`src/rtl/if_fetch_stage.sv`:
```
// ============================================================================
//  Module   : if_fetch_stage
//  Brief    : Instruction-fetch stage. Owns the PC, issues word fetches over a
//             req/gnt/rvalid handshake and presents inst/pc/pc+4 to decode.
//  Revision : 1.0  initial release
// ============================================================================
`default_nettype none

module if_fetch_stage #(
    parameter logic [31:0] RESET_PC = 32'h0000_3000,
    parameter int          ADDR_W   = 32
) (
    input  logic              clk,
    input  logic              rst,
    input  logic              stall,
    input  logic              redirect,
    input  logic [ADDR_W-1:0] redirect_pc,
    output logic              imem_req,
    output logic [ADDR_W-1:0] imem_addr,
    input  logic              imem_gnt,
    input  logic              imem_rvalid,
    input  logic [31:0]       imem_rdata,
    output logic              IF_valid,
    output logic [31:0]       IF_inst,
    output logic [ADDR_W-1:0] IF_pc,
    output logic [ADDR_W-1:0] IF_pc4
);

    localparam logic [ADDR_W-1:0] c_word     = ADDR_W'(4);
    localparam logic [ADDR_W-1:0] c_low_mask = ADDR_W'(3);
    localparam logic [ADDR_W-1:0] c_rst_pc   = RESET_PC[ADDR_W-1:0];

    typedef enum logic [1:0] {
        S_IDLE = 2'd0,
        S_REQ  = 2'd1,
        S_WAIT = 2'd2,
        S_FULL = 2'd3
    } state_t;

    state_t            r_state;
    logic [ADDR_W-1:0] r_pc;
    logic [ADDR_W-1:0] r_fetch_pc;
    logic              r_discard;

    logic              r_out_valid;
    logic [31:0]       r_out_inst;
    logic [ADDR_W-1:0] r_out_pc;
    logic [ADDR_W-1:0] r_out_pc4;

    logic              r_skid_valid;
    logic [31:0]       r_skid_inst;
    logic [ADDR_W-1:0] r_skid_pc;

    logic w_consume;
    logic w_load_out;
    logic w_rsp_take;
    logic w_skid_next;

    always_comb begin
        w_consume   = r_out_valid && !stall;
        w_load_out  = !r_out_valid || w_consume;
        w_rsp_take  = (r_state == S_WAIT) && imem_rvalid && !r_discard;
        w_skid_next = r_skid_valid;
        if (w_rsp_take)
            w_skid_next = r_skid_valid || !w_load_out;
        else if (w_load_out)
            w_skid_next = 1'b0;
    end

    always_ff @(posedge clk) begin
        if (!rst) begin
            r_state      <= S_IDLE;
            r_pc         <= c_rst_pc;
            r_fetch_pc   <= '0;
            r_discard    <= 1'b0;
            r_out_valid  <= 1'b0;
            r_out_inst   <= '0;
            r_out_pc     <= '0;
            r_out_pc4    <= c_word;
            r_skid_valid <= 1'b0;
            r_skid_inst  <= '0;
            r_skid_pc    <= '0;
        end else if (redirect) begin
            // Squash all younger work; an in-flight response must still be absorbed.
            r_pc         <= redirect_pc & ~c_low_mask;
            r_out_valid  <= 1'b0;
            r_out_inst   <= '0;
            r_skid_valid <= 1'b0;
            case (r_state)
                S_WAIT: begin
                    if (imem_rvalid) begin
                        r_discard <= 1'b0;
                        r_state   <= S_REQ;
                    end else begin
                        r_discard <= 1'b1;
                        r_state   <= S_WAIT;
                    end
                end
                S_REQ: begin
                    if (imem_gnt) begin
                        r_discard <= 1'b1;
                        r_state   <= S_WAIT;
                    end else begin
                        r_state   <= S_REQ;
                    end
                end
                default: r_state <= S_REQ;
            endcase
        end else begin
            if (w_rsp_take) begin
                if (w_load_out) begin
                    r_out_valid <= 1'b1;
                    if (r_skid_valid) begin
                        r_out_inst  <= r_skid_inst;
                        r_out_pc    <= r_skid_pc;
                        r_out_pc4   <= r_skid_pc + c_word;
                        r_skid_inst <= imem_rdata;
                        r_skid_pc   <= r_fetch_pc;
                    end else begin
                        r_out_inst  <= imem_rdata;
                        r_out_pc    <= r_fetch_pc;
                        r_out_pc4   <= r_fetch_pc + c_word;
                    end
                end else begin
                    r_skid_inst <= imem_rdata;
                    r_skid_pc   <= r_fetch_pc;
                end
            end else if (w_load_out && r_skid_valid) begin
                r_out_valid <= 1'b1;
                r_out_inst  <= r_skid_inst;
                r_out_pc    <= r_skid_pc;
                r_out_pc4   <= r_skid_pc + c_word;
            end else if (w_consume) begin
                r_out_valid <= 1'b0;
            end
            r_skid_valid <= w_skid_next;

            case (r_state)
                S_IDLE: r_state <= S_REQ;
                S_REQ: begin
                    if (imem_gnt) begin
                        r_fetch_pc <= r_pc;
                        r_pc       <= r_pc + c_word;
                        r_state    <= S_WAIT;
                    end
                end
                S_WAIT: begin
                    if (imem_rvalid) begin
                        r_discard <= 1'b0;
                        r_state   <= w_skid_next ? S_FULL : S_REQ;
                    end
                end
                S_FULL: begin
                    if (!w_skid_next)
                        r_state <= S_REQ;
                end
                default: r_state <= S_IDLE;
            endcase
        end
    end

    assign imem_req  = (r_state == S_REQ);
    assign imem_addr = r_pc;
    assign IF_valid  = r_out_valid;
    assign IF_inst   = r_out_inst;
    assign IF_pc     = r_out_pc;
    assign IF_pc4    = r_out_pc4;

endmodule

`default_nettype wire

```
`config.mk`:
```
export PLATFORM = sky130hd
export DESIGN_NAME = if_fetch_stage
export DESIGN_NICKNAME = d
export VERILOG_FILES = /design/src/rtl/if_fetch_stage.sv
export SDC_FILE = /design/constraint.sdc
export NUM_CORES = 1
export LEC_CHECK = 0
export CORE_UTILIZATION = 55
export CTS_CLUSTER_SIZE = 25
export DETAILED_ROUTE_END_ITERATION = 7
export GPL_TIMING_DRIVEN = 0
export PLACE_DENSITY = 0.93
export SYNTH_ARGS = -nofsm -noshare
export SYNTH_HDL_FRONTEND = slang
export SYNTH_SLANG_ARGS = --single-unit
```
`constraint.sdc`:
```
create_clock -name clk -period 6.9 [get_ports clk]
set_input_delay 1.38 -clock clk [delete_from_list [all_inputs] [get_ports clk]]
set_output_delay 1.38 -clock clk [all_outputs]
set_load 0.02 [all_outputs]
```
==> results_dict.tcl <==
set metrics [dict create \
    synth_adder_area_share_pct 0.822 \
    hold_path_depth 2 \
    critPathArrivalTime_ps 4460 \
    ys_ff_latch 219 \
    firstDrtPassIters 8 \
    internal_power_mw 2.22 \
    io_buffers 189 \
    power_frac_clock_pct 46.2 \
    drive_gt1_share_pct 4.65 \
    grt_pass1_vias 10428 \
    post_synth_and_or_nand_nor_area_fraction_pct 27.1 \
    post_cts_buffers 0 \
    synth_compound_area_share_pct 18.4 \
    p_comb_share_pct 8.4 \
    finalSetupViolations 0 \
    fin_hold_ws_ps 454 \
    die_area_mm2 0.0194 \
    fin_setup_tns_ps 0 \
    reg2reg_to "IF_pc[27]" \
    cts-root-buf "clkbuf_16" \
    p_leak_nw 4.12 \
    synth_seq_area_share_pct 42.4 \
    drc 17 \
    cts.sinks 219 \
    fin_nets 1652 \
    synthFlopType "dfxtp_1" \
    layout_min_cycle_time_ps 4120 \
    hold_path_class "reg -> reg" \
    cts_tree "done" \
    synth_mux_area_share_pct 0.871 \
    row_count 49 \
    vias 11252 \
    syn_to_final_growth_pct 29.1 \
    rr_worst_depth 7 \
    period_share_pct 59.7 \
    worstSetupPathType "in -> reg" \
    synthXorXnorAreaFrac_pct 4.49 \
    finalHoldViolations 0 \
    slew_headroom_pct -0.168 \
    drt-initial-drc-count 1237 \
    routabilityCongestion 1.01 \
    ir_worst_vdd_uv 178 \
    routed_wl_um 33700 \
    clk_latency_ps 510 \
    async_flop_share_pct 0 \
    reg2reg_slack_ps 3560 \
    synth_top_family_by_area "simple AND/OR/NAND/NOR gates" \
    dpl.hpwl_um 24200 \
    ctsHoldBuffers 0 \
    ys_warn_count 0 \
    n_antenna_cell 0 \
    r2r_start "r_state[0]" \
    yosysTopAreaCellShare_pct 42.4 \
    synth-edff-count 0 \
    grt_pass1_wl_um 53500 \
    core-area_mm2 0.0182 \
    rsz0062_at_grt "no" \
    worstMarginPinSlew_ps 1490 \
    synth_cells 1357 \
    grt_max_degree 15 \
    sequentialPowerShare_pct 45.4 \
    cts-buffers-inserted 23 \
    cap_violations 1 \
    synth_area_leaders "dfxtp_1 42%, nand2_1 13%, a21oi_1 5.8%, a311oi_1 5.3%, clkbuf_1 3.4%" \
    critPathMaxFanout 10 \
    hold_start "r_skid_inst[15]" \
    drv_slew 1 \
    yosysUniqueCellTypes 55 \
    yosysMostFrequentCell "nand2_1" \
    fmax_mhz 243 \
    clkSlewWorstSetupHoldPaths_ps 60 \
    route.antenna.remaining_nets 0 \
    p_switching_mw 0.675 \
    ctsLongestPathBuffers 3 \
    postCtsResizedCells 0 \
    switching_share_pct 23.3 \
    drt-wirelength-per-cell_um 18.5 \
    initial_core_util_pct 56.8 \
    syn_area_mm2 0.0103 \
    endpoint_kind "register" \
    viasPerCell 6.19 \
    violations "DRC, capacitance limit, slew limit" \
    overflow 0 \
    die_w_um 139 \
    powerDensity_mw_per_mm2 217 \
    clock_skew_ps 11.7 \
    status "complete, but fails checks" \
    hold_end "r_skid_inst[15]" \
    required_ps 7230 \
    antenna_found_initial 0 \
    die_height_um 139 \
    synth_top_cells_by_count "354 x nand2_1, 219 x dfxtp_1, 119 x a21oi_1" \
    syn_area_per_cell_um2 7.62 \
    cts_max_level 1 \
    start_kind "input pin" \
    ios 200 \
    grtUsageTotal_pct 34.1 \
    synth_top_area_cell "dfxtp_1" \
]
==> cells by family (layout without fill, tap and decap cells) <==
family                   after synthesis  count (layout)
AO/OA/AOI/OAI                        291             291
XOR/XNOR                              53              53
adder cells (fa/ha/maj)                7               7
buffers and inverters                147             375
flip-flops                           219             219
multiplexers                           9               9
other                                  1               6
AND/OR/NAND/NOR                      630             630
==> sequential cells by signal, indices dropped and copies added (netlist names), 2 cells and up <==
name and cells:
r_fetch_pc 30, IF_pc4 30, IF_inst 32, r_skid_pc 30, IF_pc 30, r_skid_inst 32, r_state 2, imem_addr 30
==> stage by stage <==
step	util (%)	instances	power (mW)	worst slack [ps]	instance area, µm²
2_1_floorplan	-	1362	1.46	3970	10400
6_report	73.4	1819	2.90	2780	13400
3_5_place_dp	68.9	1780	1.58	2580	12500
4_1_cts	73.4	1819	2.90	3070	13400
3_3_place_gp	68.9	1780	1.58	2690	12500
5_1_grt	73.4	1819	2.98	2840	13400
==> final cells by class <==
class                      count  area, µm²
multi-input combinational    996       5370
buffer                       124        520
clock buffer                  33        683
inverter                      23       86.3
fill                        1383       4850
timing repair buffer         189       1890
clock inverter                 6        133
sequential                   219       4380
tap                          229        287
==> how the worst max path moves through the flow <==
| stage | cells after the start | slack, ps | endpoint | start |
|---|---|---|---|---|
| after floorplan | 6 | 3970 | imem_addr[30] | imem_gnt |
| after global placement | 6 | 2690 | IF_pc[26] | imem_rvalid |
| after detailed placement | 6 | 2580 | IF_pc[27] | imem_rvalid |
| after CTS | 6 | 3070 | IF_pc[27] | imem_rvalid |
| after global routing | 6 | 2840 | IF_pc[27] | imem_rvalid |
| final | 6 | 2780 | IF_pc[27] | imem_rvalid |
==> metal layers <==
metal / GRT usage (%) / part of all wire [%] / up-vias
met4: 17.6 / 4.6 / 0
met1: 42.4 / 38 / 5201
met2: 56.4 / 46 / 731
met3: 6.25 / 11 / 152
li1: - / - / 5168
met5: 0 / 0 / -
==> power by group through the flow <==
stage               clock network (mW)  registers, mW  logic [mW]
global route                      1.40           1.32       0.260
floorplan                            0           1.36       0.104
finish                            1.34           1.32       0.244
CTS                               1.34           1.32       0.241
global placement                     0           1.34       0.234
detailed placement                   0           1.34       0.238
==> critical path: stages <==
cell and delay (ps):
clkdlybuf4s50_1 540, nand3b_1 260, a211oi_1 870, clkbuf_1 560, buf_1 630, a311oi_1 220
==> cells in the final DEF (no fill, tap or decap), types with 6 or more instances in the layout <==
cell type and n:
nor4_1 27, o21ai_0 34, a31oi_1 7, a311oi_1 63
nor2_1 92, inv_1 20, clkbuf_16 23, o31a_1 12
clkdlybuf4s50_1 189, nor3_1 34, clkbuf_8 7, ha_1 6
o211ai_1 8, buf_2 15, and3_1 8, conb_1 6
or3_1 13, nand3_1 48, mux2i_1 9, nand2_1 354
and4_1 9, xor2_1 16, xnor2_1 37, a21oi_1 119
clkbuf_1 97, dfxtp_1 219, o21a_1 9, o31ai_1 12
buf_4 7, nand4_1 20, a211oi_1 14
Power figures use the tool's default switching activity.
